<file path="config.mk">
export PLATFORM = sky130hd
export DESIGN_NAME = axi_const_bank
export DESIGN_NICKNAME = d
export VERILOG_FILES = /design/src/rtl/axi_const_pkg.sv /design/src/rtl/axi_const_wr_sink.sv /design/src/rtl/axi_const_bank.sv
export SDC_FILE = /design/constraint.sdc
export NUM_CORES = 1
export LEC_CHECK = 0
export BUFFER_PORTS_ARGS = -buffer_cell sky130_fd_sc_hd__buf_2
export CAP_MARGIN = 10
export CELL_PAD_IN_SITES_DETAIL_PLACEMENT = 0
export CELL_PAD_IN_SITES_GLOBAL_PLACEMENT = 2
export CORE_AREA = 2 2 107 109
export DETAILED_ROUTE_END_ITERATION = 12
export DIE_AREA = 0 0 109 111
export PLACE_DENSITY = 0.86
export SYNTH_ARGS = -nofsm -noshare
export SYNTH_HDL_FRONTEND = slang
export SYNTH_HIERARCHICAL = 1
export SYNTH_SLANG_ARGS = --single-unit
</file>
<file path="constraint.sdc">
create_clock -name S_AXI_ACLK -period 2.7 [get_ports S_AXI_ACLK]
set_input_delay 0.27 -clock S_AXI_ACLK [delete_from_list [all_inputs] [get_ports S_AXI_ACLK]]
set_output_delay 0.27 -clock S_AXI_ACLK [all_outputs]
set_load 0.02 [all_outputs]
</file>
<file path="src/rtl/axi_const_pkg.sv">
// Shared definitions for the AXI4-Lite constant bank: response codes, ID magic
// number and the read-side FSM encoding.
package axi_const_pkg;

    localparam logic [1:0]  RESP_OKAY   = 2'b00;
    localparam logic [1:0]  RESP_SLVERR = 2'b10;
    localparam logic [15:0] ID_MAGIC    = 16'hC0B5;

    typedef enum logic {
        ST_IDLE = 1'b0,
        ST_RESP = 1'b1
    } state_t;

endpackage

</file>
<file path="src/rtl/axi_const_wr_sink.sv">
// Write responder: swallows every AXI4-Lite write and answers SLVERR.
// Only built into axi_const_bank when AXI_CONST_WRITE_EN is defined.
module axi_const_wr_sink
    import axi_const_pkg::*;
(
    input  logic       clk,
    input  logic       rst,
    input  logic       awvalid,
    input  logic       wvalid,
    input  logic       bready,
    output logic       awready,
    output logic       wready,
    output logic       bvalid,
    output logic [1:0] bresp
);

    logic accept;

    // AW and W are taken together, and only while no B response is pending.
    assign accept  = awvalid && wvalid && !bvalid;
    assign awready = accept;
    assign wready  = accept;
    assign bresp   = RESP_SLVERR;

    always_ff @(posedge clk) begin
        if (rst) begin
            bvalid <= 1'b0;
        end else if (accept) begin
            bvalid <= 1'b1;
        end else if (bready) begin
            bvalid <= 1'b0;
        end
    end

endmodule

</file>
<file path="src/rtl/axi_const_bank.sv">
// AXI4-Lite read-only bank of constant words, an ID word and a read counter.
// Define AXI_CONST_WRITE_EN to add write channels that answer every write with SLVERR.
module axi_const_bank
    import axi_const_pkg::*;
#(
    parameter int C_S_AXI_ADDR_WIDTH = 32,
    parameter int C_S_AXI_DATA_WIDTH = 32,
    parameter int NUM_REGS           = 8,
    parameter logic [NUM_REGS*C_S_AXI_DATA_WIDTH-1:0] CONST_VALUES =
        {NUM_REGS{C_S_AXI_DATA_WIDTH'(32'hDEADBEEF)}}
) (
    input  logic                          S_AXI_ACLK,
    input  logic                          S_AXI_ARESET,
    input  logic                          S_AXI_ARVALID,
    output logic                          S_AXI_ARREADY,
    input  logic [C_S_AXI_ADDR_WIDTH-1:0] S_AXI_ARADDR,
    output logic                          S_AXI_RVALID,
    input  logic                          S_AXI_RREADY,
    output logic [C_S_AXI_DATA_WIDTH-1:0] S_AXI_RDATA,
    output logic [1:0]                    S_AXI_RRESP,
    output logic                          fsm_state
`ifdef AXI_CONST_WRITE_EN
    ,
    input  logic                            S_AXI_AWVALID,
    output logic                            S_AXI_AWREADY,
    input  logic [C_S_AXI_ADDR_WIDTH-1:0]   S_AXI_AWADDR,
    input  logic                            S_AXI_WVALID,
    output logic                            S_AXI_WREADY,
    input  logic [C_S_AXI_DATA_WIDTH-1:0]   S_AXI_WDATA,
    input  logic [C_S_AXI_DATA_WIDTH/8-1:0] S_AXI_WSTRB,
    output logic                            S_AXI_BVALID,
    input  logic                            S_AXI_BREADY,
    output logic [1:0]                      S_AXI_BRESP
`endif
);

    localparam int DW       = C_S_AXI_DATA_WIDTH;
    localparam int ADDR_LSB = $clog2(DW / 8);

    state_t          state;
    logic [DW-1:0]   rd_cnt;
    logic [DW-1:0]   cnt_sample;
    logic [6:0]      idx;
    logic [DW-1:0]   lk_data;
    logic [1:0]      lk_resp;
    logic            ar_hs;
    logic            r_hs;
    logic            unused_bits;

    assign S_AXI_RVALID  = (state == ST_RESP);
    assign S_AXI_ARREADY = !S_AXI_RVALID || S_AXI_RREADY;
    assign fsm_state     = state;

    assign ar_hs = S_AXI_ARVALID && S_AXI_ARREADY;
    assign r_hs  = S_AXI_RVALID && S_AXI_RREADY;
    assign idx   = S_AXI_ARADDR[ADDR_LSB +: 7];

    // A read completing in the same cycle as this request is already counted.
    assign cnt_sample = rd_cnt + DW'(r_hs);

    always_comb begin
        lk_data = '0;
        lk_resp = RESP_SLVERR;
        if (int'(idx) < NUM_REGS) begin
            lk_resp = RESP_OKAY;
            for (int i = 0; i < NUM_REGS; i++) begin
                if (int'(idx) == i) begin
                    lk_data = CONST_VALUES[i*DW +: DW];
                end
            end
        end else if (int'(idx) == NUM_REGS) begin
            lk_data = DW'({ID_MAGIC, 16'(NUM_REGS)});
            lk_resp = RESP_OKAY;
        end else if (int'(idx) == NUM_REGS + 1) begin
            lk_data = cnt_sample;
            lk_resp = RESP_OKAY;
        end
    end

    always_ff @(posedge S_AXI_ACLK) begin
        if (S_AXI_ARESET) begin
            state       <= ST_IDLE;
            S_AXI_RDATA <= '0;
            S_AXI_RRESP <= RESP_OKAY;
            rd_cnt      <= '0;
        end else begin
            if (r_hs) begin
                rd_cnt <= rd_cnt + 1'b1;
            end
            // A new request in the same cycle as an R handshake keeps the FSM in RESP.
            if (ar_hs) begin
                state       <= ST_RESP;
                S_AXI_RDATA <= lk_data;
                S_AXI_RRESP <= lk_resp;
            end else if (r_hs) begin
                state <= ST_IDLE;
            end
        end
    end

`ifdef AXI_CONST_WRITE_EN
    axi_const_wr_sink u_wr_sink (
        .clk     (S_AXI_ACLK),
        .rst     (S_AXI_ARESET),
        .awvalid (S_AXI_AWVALID),
        .wvalid  (S_AXI_WVALID),
        .bready  (S_AXI_BREADY),
        .awready (S_AXI_AWREADY),
        .wready  (S_AXI_WREADY),
        .bvalid  (S_AXI_BVALID),
        .bresp   (S_AXI_BRESP)
    );

    // Write address and data are deliberately discarded.
    assign unused_bits = ^{S_AXI_ARADDR, S_AXI_AWADDR, S_AXI_WDATA, S_AXI_WSTRB};
`else
    assign unused_bits = ^S_AXI_ARADDR;
`endif

endmodule

</file>
; After elaboration in Yosys (flattened, before gate mapping)
; Index checks and enable logic that the tools add are counted.
[word_totals]
regBits = 67
latch_bits = 0
mem_bits_rw = 0
rom_bits = 0
in_bits = 36
out_inout_bits = 37
word_cells = 38
mem_count = 0
[op_classes]
n_addsub = 2
multipliers = 0
div_mod_pow = 0
order_cmp = 1
n_eq_ne = 9
n_shift = 0
mux = 16
bitwise = 0
reduce_logical = 6
[op_table]
columns = op, count
row1 = 2-to-1 mux 32 bit, 11
row2 = adder 32 x 1 -> 32 bit, 1
row3 = "adder 32 x 1 -> 32 bit, second input constant", 1
row4 = "equality test 7 x 4 -> 1 bit, second input constant", 4
row5 = "equality test 7 x 3 -> 1 bit, second input constant", 2
row6 = "equality test 7 x 5 -> 1 bit, second input constant", 2
row7 = "equality test 7 x 2 -> 1 bit, second input constant", 1
row8 = logical NOT 7 bit, 1
row9 = "less-than comparator 7 x 4 -> 1 bit, second input constant", 1
row10 = 2-to-1 mux 2 bit, 3
row11 = logical AND 1 bit, 2
row12 = 2-to-1 mux 1 bit, 2
row13 = nonzero test 2 bit, 1
row14 = logical NOT 1 bit, 1
row15 = logical OR 1 bit, 1

; Logic depth before layout (Yosys ltp)
; Gate-level depths: netlist of the first run.
[depth]
word_depth = 10
mapped_depth = 10

; Least setup slack after synthesis of the first run
; No wires, ideal clock.
[synth_path]
kind = register to register
start = reg state, in the netlist S_AXI_RVALID
end = reg S_AXI_RDATA[18]
t_arrival_ns = 2.464
required_ns = 2.640
setup_slack_ns = 0.176
stages_incl_launch_ff = 11
path_buffers = 1
period_less_slack_ns = 2.524
path_cell_list = dfxtp_1 nand2_1 inv_1 ha_1 ha_1 nand3_1 or3_1 buf_2 or4_1 a31oi_1 o221a_1
[synth_via]
elab_chain_cells = 5
[synth_rtl]
columns = item, line_no
row1 = "start, declared", axi_const_bank.sv:40  ; state_t state;
row2 = "start signal, assigned", axi_const_bank.sv:82  ; state <= ST_IDLE;
row3 = "start signal, assigned", axi_const_bank.sv:92  ; state <= ST_RESP;
row4 = "start signal, assigned", axi_const_bank.sv:96  ; state <= ST_IDLE;
row5 = logical AND 1 bit, axi_const_bank.sv:55  ; assign r_hs = S_AXI_RVALID && S_AXI_RREADY;
row6 = adder 32 x 1 -> 32 bit, axi_const_bank.sv:59  ; assign cnt_sample = rd_cnt + DW'(r_hs);
row7 = 2-to-1 mux 32 bit, axi_const_bank.sv:74  ; end else if (int'(idx) == NUM_REGS + 1) begin
row8 = 2-to-1 mux 32 bit, axi_const_bank.sv:71  ; end else if (int'(idx) == NUM_REGS) begin
row9 = 2-to-1 mux 32 bit, axi_const_bank.sv:64  ; if (int'(idx) < NUM_REGS) begin
row10 = "end signal, assigned", axi_const_bank.sv:93  ; S_AXI_RDATA <= lk_data;
row11 = "end, declared", axi_const_bank.sv:19  ; output logic [C_S_AXI_DATA_WIDTH-1:0] S_AXI_RDATA,
; Parallel ways exist; a longest one is shown, timed or not.
; A chain may end at the register's enable or synchronous reset.

; Final worst setup path of the first run
; Ends and elaborated chain as after synthesis.

==> results.cfg, run 1 <==
[global_route]
grt_max_degree = 40
grt_remaining_overflow = 0
grt.total_usage_pct = 15.9
grt_pass1_vias = 2931
grt_pass1_wl_um = 14900
antenna_found_initial = 0

[timing]
hold_viol_final = 0
finalSetupViolations = 0
finalCriticalPeriod_ns = 2.51
slew_violations = 0
rsz0062_at_grt = no
period_share_pct = 93.0
fmax_mhz = 398
timing.slew.headroom_pct = 60.8
tns_ns = 0
tightest_slew_ns = 0.584
clock_skew_ns = 0.00805

[die]
top_level_ports = 73
rows = 39
fp.dieH_um = 111
start_util_pct = 30.0
die_w_um = 109
die_area_um2 = 12100
coreArea_um2 = 11100

[cts]
cts_tree = built
numCtsBuffers = 9
clock_path_buffers = 2
numClockSinks = 66
cts_max_level = 3
clk_pin_slew_ns = 0.06
clockRootBuffer = clkbuf_16
insertion_delay_ns = 0.34

[route]
postRouteAntennaNets = 0
post_drt_via_cell_ratio = 5.14
met3_length_um = 297
vias = 3092
dr.pass1.iters = 4
post-route-drc-count = 0
highest_layer = met4
drt-initial-drc-count = 115
post_drt_wl_per_cell_um = 15.4
met1_length_um = 4300
wl_met2_um = 4460
drt-total-wl_um = 9240

[pwr]
cellLeakagePower_nw = 1.50
power.net_switching_mw = 0.577
internal_power_mw = 1.88
p_sw_share_pct = 23.5
p_seq_share_pct = 41.2
combPwrFrac_pct = 6.3
totalPowerFinal_mw = 2.46
ir_drop_uv = 284
p_per_area_nw_per_um2 = 610
clkPwrFrac_pct = 52.5

[logic_synthesis]
synth_top_cell_by_area = dfxtp_1
synth_area_per_cell_um2 = 7.99
synth_area_um2 = 3320
yosysTopAreaCellShare_pct = 39.8
yosysMostFrequentCell = dfxtp_1
synth.yosys.warnings = 6
synthCells = 416
synth_commonest_cells = 66 x dfxtp_1, 51 x nor2_1, 29 x nand2_1, 25 x o21ai_0, 25 x xnor2_1
synthArstFlopShare_pct = 0
synth_seq_cells = 66
ys_types = 43
ys_seq_area_share_pct = 39.8
syn_nets = 455
synth-edff-count = 0
synth_area_leaders = dfxtp_1 40%, xnor2_1 6.6%, nor2_1 5.8%
synth_ff_type = dfxtp_1

[critical_path]
crit_required_ns = 2.93
reg2reg_from = S_AXI_RVALID
cp_slowest_cell = dfxtp_1
critical_path.cell_chain = nand2_1, inv_1, ha_1, ha_1, nand3_1, or3_1, buf_4, o31ai_1, a31oi_1, o221a_1
reg2reg_slack_ns = 0.19
end_kind = flop
slowest_delay_ns = 0.38
ff2ff_path_depth = 10
worstPathMaxFanout = 5
start_kind = flop
cpMostUsedCell = ha_1
criticalPathCategory = flop to flop
worstPathArrival_ns = 2.74
timing.rr.end = S_AXI_RDATA[18]
crit_start = S_AXI_RVALID

[worst_hold_path]
min_to = S_AXI_RVALID
hp-start = S_AXI_ARVALID
worstHoldPathCells = 3
hp-class = input pin to flop

[run_status]
run_status = finished, final reports clean

[final_layout]
nNetsFinal = 493
diodes = 0
final_util_pct = 36.4
area_growth_pct = 21.2
post_route_cells_drive_above_1_share_pct = 17.0

[placed_design]
port_buffers = 46
dpl.hpwl_um = 6620
gp_congestion = 0.861

[run]
max-cap-violations = 0
-- placed cells by master, fill, tap and decap left out, types with 7 or more instances in the layout --
cell type   n
xor2_1     21
and4_1     12
o21ai_1     7
clkbuf_16   9
xnor2_1    25
or3_1       7
nor3_1     18
nand4_1    11
buf_2      46
a21oi_1    23
dfxtp_1    66
nand2_1    29
inv_1       8
nand3_1    23
buf_4      12
o21ai_0    25
nor2_1     51
-- routing by layer --
| layer | track usage (%) | up-vias |
|---|---|---|
| met5 | 0 | - |
| met4 | 6.41 | 0 |
| met3 | 3.06 | 13 |
| met2 | 25.9 | 50 |
| met1 | 20.5 | 1488 |
| li1 | - | 1541 |
-- critical path: cells and delay by family (launching register included) --
family	cells	cell delay, ns
AOI/OAI and AO/OA	3	0.71
DFF	1	0.38
and+or+nand+nor	3	0.62
buffers and inverters	2	0.30
adders and majority gates	2	0.38
-- registers in the layout, summed over array words and instances, names as in the netlist --
signal / flops
S_AXI_RVALID: 1
S_AXI_RDATA: 32
S_AXI_RRESP: 1
rd_cnt: 32
-- timing repair --
item | 4_1_cts | 5_1_grt
hold endpoints to repair | 0 | 0
buffers inserted | 0 | 0
hold buffers | 0 | 0
setup endpoints to repair | 0 | 1
resized for setup | 0 | 1
-- power groups by stage --
stage	Combinational (mW)	Clock, mW	Sequential (mW)
3_3_place_gp	0.155	0	1.03
6_report	0.155	1.29	1.01
5_1_grt	0.171	1.37	1.02
4_1_cts	0.156	1.32	1.01
3_5_place_dp	0.156	0	1.04
2_1_floorplan	0.0713	0	1.06
-- worst max-delay path by stage --
stage / to / slack [ns] / cells past startpoint
floorplan: S_AXI_RDATA[18] / 0.18 / 10
global placement: S_AXI_RDATA[26] / 0.29 / 10
detailed placement: S_AXI_RDATA[18] / 0.28 / 10
CTS: S_AXI_RDATA[26] / 0.23 / 10
global route: S_AXI_RDATA[18] / 0.03 / 10
finish: S_AXI_RDATA[18] / 0.19 / 10
-- stage by stage --
stage | instance area [um2] | hold WS, ns | worst slack, ns | std cells
after floorplan | 3320 | 0.399 | 0.176 | 416
after global placement | 3690 | 0.435 | 0.292 | 586
after detailed placement | 3690 | 0.440 | 0.277 | 586
after CTS | 4020 | 0.187 | 0.235 | 602
after global routing | 4030 | 0.194 | 0.0270 | 602
final | 4030 | 0.196 | 0.189 | 602
-- kinds of logic after synthesis --
logic type,share of synthesized area (%)
XOR/XNOR,12.1
flip-flops,39.8
buffers and inverters,4.90
adder cells (fa/ha/maj),1.13
AND/OR/NAND/NOR,27.6
other,0.113
AO/OA/AOI/OAI,14.3
-- area by class of cell --
type / instances / area [um2]
clock buffers: 10 / 239
clock inverters: 6 / 90.1
fillers: 1164 / 7050
inverters: 9 / 33.8
multi-input cells: 310 / 1840
flip-flops and latches: 66 / 1320
well taps: 143 / 179
repair buffers: 58 / 320
(Power assumes the default switching activity.)
==> run 2, diff against run 1 <==
--- a/config.mk
+++ b/config.mk
@@ -7,12 +7,13 @@
 export LEC_CHECK = 0
 export BUFFER_PORTS_ARGS = -buffer_cell sky130_fd_sc_hd__buf_2
 export CAP_MARGIN = 10
-export CELL_PAD_IN_SITES_DETAIL_PLACEMENT = 0
-export CELL_PAD_IN_SITES_GLOBAL_PLACEMENT = 2
-export CORE_AREA = 2 2 107 109
+export CELL_PAD_IN_SITES_DETAIL_PLACEMENT = 1
+export CELL_PAD_IN_SITES_GLOBAL_PLACEMENT = 1
+export CORE_AREA = 2 2 96 98
 export DETAILED_ROUTE_END_ITERATION = 12
-export DIE_AREA = 0 0 109 111
-export PLACE_DENSITY = 0.86
+export DIE_AREA = 0 0 98 100
+export PLACE_DENSITY = 0.85
+export SLEW_MARGIN = 10
 export SYNTH_ARGS = -nofsm -noshare
 export SYNTH_HDL_FRONTEND = slang
 export SYNTH_HIERARCHICAL = 1
==> results.cfg, run 2 (synthesis results as in run 1) <==
[die]
coreArea_um2 = 8890
rows = 35
start_util_pct = 37.4
fp.dieH_um = 100
die_area_um2 = 9800
die_w_um = 98
top_level_ports = 73

[cts]
cts_max_level = 3
clock_path_buffers = 2
hold_buffers = 0
numClockSinks = 66
cts_tree = built
insertion_delay_ns = 0.35
numCtsBuffers = 9
clk_pin_slew_ns = 0.08
clockRootBuffer = clkbuf_8

[placed_design]
dpl.hpwl_um = 7090
port_buffers = 46
gp_congestion = 0.915
pre_cts_ws_ns = 0.178
placed_area_um2 = 3630

[pwr]
power.net_switching_mw = 0.506
ir_drop_uv = 225
combPwrFrac_pct = 7.7
internal_power_mw = 1.51
p_seq_share_pct = 50.1
clkPwrFrac_pct = 42.2
p_sw_share_pct = 25.0
totalPowerFinal_mw = 2.02
cellLeakagePower_nw = 1.44
p_per_area_nw_per_um2 = 527

[run]
max-cap-violations = 0

[timing]
setup_slack_ns = 0.163
slew_violations = 0
hold_viol_final = 0
finalCriticalPeriod_ns = 2.54
tns_ns = 0
timing.slew.headroom_pct = 46.3
rsz0062_at_grt = no
tightest_slew_ns = 0.798
fmax_mhz = 394
finalSetupViolations = 0
hold_ws_ns = 0.181
clock_skew_ns = 0.0109
period_share_pct = 93.9

[critical_path]
crit_required_ns = 2.99
start_kind = flop
worstPathMaxFanout = 6
end_kind = flop
worstPathArrival_ns = 2.83
criticalPathCategory = flop to flop

[route]
dr.pass1.iters = 4
drt-initial-drc-count = 131
post_drt_via_cell_ratio = 5.65
vias = 3194
post-route-drc-count = 0
drt-total-wl_um = 9880
postRouteAntennaNets = 0
post_drt_wl_per_cell_um = 17.5

[final_layout]
design_area_um2 = 3840
largestRegisters = S_AXI_RDATA: 32 flops, rd_cnt: 32 flops
mostFrequentLayoutCells = 66 x dfxtp_1, 51 x nor2_1, 46 x buf_2, 28 x nand2_1
final_common_cell = dfxtp_1
nNetsFinal = 490
diodes = 0
post_route_cells_drive_above_1_share_pct = 16.3
area_growth_pct = 15.5

[global_route]
grt_pass1_wl_um = 16100
antenna_found_initial = 0
grt_pass1_vias = 3239
grt_remaining_overflow = 0
grt_max_degree = 24
grt.total_usage_pct = 20.6

[worst_hold_path]
hp-class = input pin to flop

[run_status]
run_status = finished, final reports clean
-- run 2: changes by cell type in the layout (fill, tap and decap cells not counted), sizes merged --
cell / previous run / this run
clkinvlp: 4 / 1
buf: 58 / 55
bufinv: 2 / 1
clkbuf: 10 / 12
-- run 2: stage by stage --
step | utilization [%] | instances
floorplan | - | 416
global placement | 40.8 | 551
detailed placement | 40.8 | 551
CTS | 43.0 | 565
global route | 43.2 | 565
finish | 43.2 | 565
-- run 2: layout make-up --
class / instances / area, um2
clock buffer: 12 / 155
clock inverter: 2 / 37.5
fill: 1101 / 5050
inverter: 9 / 33.8
multi-input combinational: 310 / 1850
sequential: 66 / 1320
tap: 111 / 139
timing repair buffer: 55 / 298
-- run 2: what timing repair did --
action | CTS | global route
gates resized for setup | 0 | 3
setup buffers | 0 | 0
setup endpoints to repair | 0 | 3
endpoints found under the hold margin | 0 | 0
-- run 2: worst max-delay path, stage by stage, from the launching register on --
cell and delay, ns:
dfxtp_1 0.40, nand2_2 0.14, inv_1 0.16, ha_1 0.20, ha_1 0.20, nand3_1 0.13
or3_1 0.41, or4_1 0.45, a31oi_1 0.21, o221a_1 0.19
-- run 2: per-layer routing --
layer | track usage [%] | share of wire (%)
met1 | 24.4 | 44
met2 | 36.6 | 51
met3 | 3.55 | 3.9
met4 | 9.08 | 1.8
met5 | 0 | 0
-- run 2: worst paths after layout --
| path | from | endpoint | slack, ns | cells after the start |
|---|---|---|---|---|
| min | S_AXI_ARVALID | S_AXI_RVALID | 0.18 | 3 |
| min reg2reg | S_AXI_RDATA[14] | S_AXI_RDATA[14] | 0.45 | 2 |
| max | S_AXI_RVALID | S_AXI_RDATA[18] | 0.16 | 9 |
| max reg2reg | S_AXI_RVALID | S_AXI_RDATA[18] | 0.16 | 9 |
-- run 2: power by group through the flow --
| stage | Clock (mW) | Sequential, mW | Combinational, mW |
|---|---|---|---|
| 2_1_floorplan | 0 | 1.06 | 0.0713 |
| 5_1_grt | 0.914 | 1.02 | 0.171 |
| 3_5_place_dp | 0 | 1.04 | 0.156 |
| 6_report | 0.852 | 1.01 | 0.156 |
| 3_3_place_gp | 0 | 1.03 | 0.152 |
| 4_1_cts | 0.867 | 1.01 | 0.157 |
==> run 3, diff against run 2 <==
--- a/config.mk
+++ b/config.mk
@@ -5,6 +5,7 @@
 export SDC_FILE = /design/constraint.sdc
 export NUM_CORES = 1
 export LEC_CHECK = 0
+export ABC_CLOCK_PERIOD_IN_PS = 2700
 export BUFFER_PORTS_ARGS = -buffer_cell sky130_fd_sc_hd__buf_2
 export CAP_MARGIN = 10
 export CELL_PAD_IN_SITES_DETAIL_PLACEMENT = 1
@@ -12,7 +13,7 @@
 export CORE_AREA = 2 2 96 98
 export DETAILED_ROUTE_END_ITERATION = 12
 export DIE_AREA = 0 0 98 100
-export PLACE_DENSITY = 0.85
+export PLACE_DENSITY = 0.84
 export SLEW_MARGIN = 10
 export SYNTH_ARGS = -nofsm -noshare
 export SYNTH_HDL_FRONTEND = slang
==> results.cfg, run 3 (synthesis results as in run 1) <==
[timing]
finalSetupViolations = 0
period_share_pct = 94.4
slew_violations = 0
timing.slew.headroom_pct = 48.4
clock_skew_ns = 0.00975
hold_viol_final = 0
finalCriticalPeriod_ns = 2.55
fmax_mhz = 392
tns_ns = 0
tightest_slew_ns = 0.767
setup_slack_ns = 0.150
rsz0062_at_grt = no

[critical_path]
timing.rr.end = S_AXI_RDATA[18]
crit_required_ns = 2.94
worstPathArrival_ns = 2.79
reg2reg_slack_ns = 0.15
end_kind = flop
cp_slowest_cell = or3_1
slowest_delay_ns = 0.39
criticalPathCategory = flop to flop
critical_path.cell_chain = nand2_1, inv_1, ha_1, ha_1, nand3_1, or3_1, buf_4, o31ai_1, a31oi_1, o221a_1
reg2reg_from = S_AXI_RVALID
critPathBufInv = 2
worstPathMaxFanout = 6
ff2ff_path_depth = 10
start_kind = flop
cp_top_family = simple AND/OR/NAND/NOR gates
cpMostUsedCell = ha_1

[worst_hold_path]
worstHoldPathCells = 3
hp-class = input pin to flop
min_to = S_AXI_RVALID
hp-start = S_AXI_ARVALID

[pwr]
cellLeakagePower_nw = 1.44
p_sw_share_pct = 24.8
ir_drop_uv = 199
power.net_switching_mw = 0.491
p_seq_share_pct = 51.1
clkPwrFrac_pct = 41.1
combPwrFrac_pct = 7.8
internal_power_mw = 1.49
p_per_area_nw_per_um2 = 518

[global_route]
grt.total_usage_pct = 20.2
grt_pass1_vias = 3134
grt_max_degree = 40
grt_remaining_overflow = 0
antenna_found_initial = 0
grt_pass1_wl_um = 15700

[cts]
clockRootBuffer = clkbuf_8
clk_pin_slew_ns = 0.08
clock_path_buffers = 2
numCtsBuffers = 9
cts_tree = built
cts_max_level = 3
numClockSinks = 66
post_cts_buffers = 0
insertion_delay_ns = 0.35

[final_layout]
final_cells = 567
nNetsFinal = 491
final_common_cell = dfxtp_1
diodes = 0
mostFrequentLayoutCells = 66 x dfxtp_1, 51 x nor2_1, 46 x buf_2, 29 x nand2_1
area_growth_pct = 15.3
largestRegisters = S_AXI_RDATA: 32 flops, rd_cnt: 32 flops
post_route_cells_drive_above_1_share_pct = 16.0

[placed_design]
pre_cts_ws_ns = 0.184
gp_congestion = 0.919
dpl.hpwl_um = 7090
port_buffers = 46
dp_cells = 552

[die]
coreArea_um2 = 8890
rows = 35
top_level_ports = 73
fp.dieH_um = 100
start_util_pct = 37.4
die_area_um2 = 9800
die_w_um = 98

[route]
postRouteAntennaNets = 0
post_drt_wl_per_cell_um = 17.1
drt-total-wl_um = 9700
drt-initial-drc-count = 150
post_drt_via_cell_ratio = 5.58
vias = 3166
post-route-drc-count = 0
dr.pass1.iters = 4

[run_status]
run_status = finished, final reports clean

[run]
max-cap-violations = 0
run 3: changes by cell type in the layout (fill, tap and decap cells not counted), sizes merged:
cell | previous run | this run
clkinv | 1 | 3
clkinvlp | 1 | 0
buf | 55 | 56
run 3: how the worst max path moves through the flow:
stage	startpoint	endpoint	cells after the start
global route	S_AXI_RVALID	S_AXI_RDATA[18]	10
CTS	S_AXI_RVALID	S_AXI_RDATA[18]	9
finish	S_AXI_RVALID	S_AXI_RDATA[18]	10
detailed placement	S_AXI_RVALID	S_AXI_RDATA[18]	10
global placement	S_AXI_RVALID	S_AXI_RDATA[18]	10
floorplan	S_AXI_RVALID	S_AXI_RDATA[18]	10
run 3: timing repair:
item	CTS	global route
gates resized for setup	0	1
hold buffers	0	0
endpoints found under the setup margin	0	1
endpoints found under the hold margin	0	0
run 3: routing by layer:
layer  routed length, um  track usage, %  vias to the layer above
li1                    -               -                     1530
met5                   0               0                        -
met1                4170            24.5                     1551
met2                4870            35.2                       66
met4                 187            6.52                        0
met3                 460            5.01                       19
run 3: final cells by class:
cell class              instances  area (um2)
clock buffers                  12         145
clock inverters                 3        40.0
repair buffers                 56         305
well taps                     111         139
multi-input cells             310        1840
inverters                       9        33.8
flip-flops and latches         66        1320
fillers                      1124        5060
run 3: worst min-delay path, stage by stage:
cell,delay (ns)
buf_2,0.12
inv_1,0.05
a21oi_1,0.05
run 3: power groups by stage:
stage / logic (mW) / clock network (mW) / registers (mW)
6_report: 0.154 / 0.815 / 1.01
5_1_grt: 0.171 / 0.872 / 1.02
4_1_cts: 0.156 / 0.834 / 1.01
3_5_place_dp: 0.155 / 0 / 1.04
3_3_place_gp: 0.152 / 0 / 1.03
2_1_floorplan: 0.0713 / 0 / 1.06
run 3: stage by stage:
stage          power, mW  utilization (%)  cell area, um2  hold WS, ns
2_1_floorplan       1.13                -            3320        0.399
3_3_place_gp        1.19             40.9            3640        0.435
3_5_place_dp        1.19             40.9            3640        0.446
4_1_cts             2.00             43.0            3820        0.166
5_1_grt             2.06             43.1            3830        0.179
6_report            1.98             43.1            3830        0.174
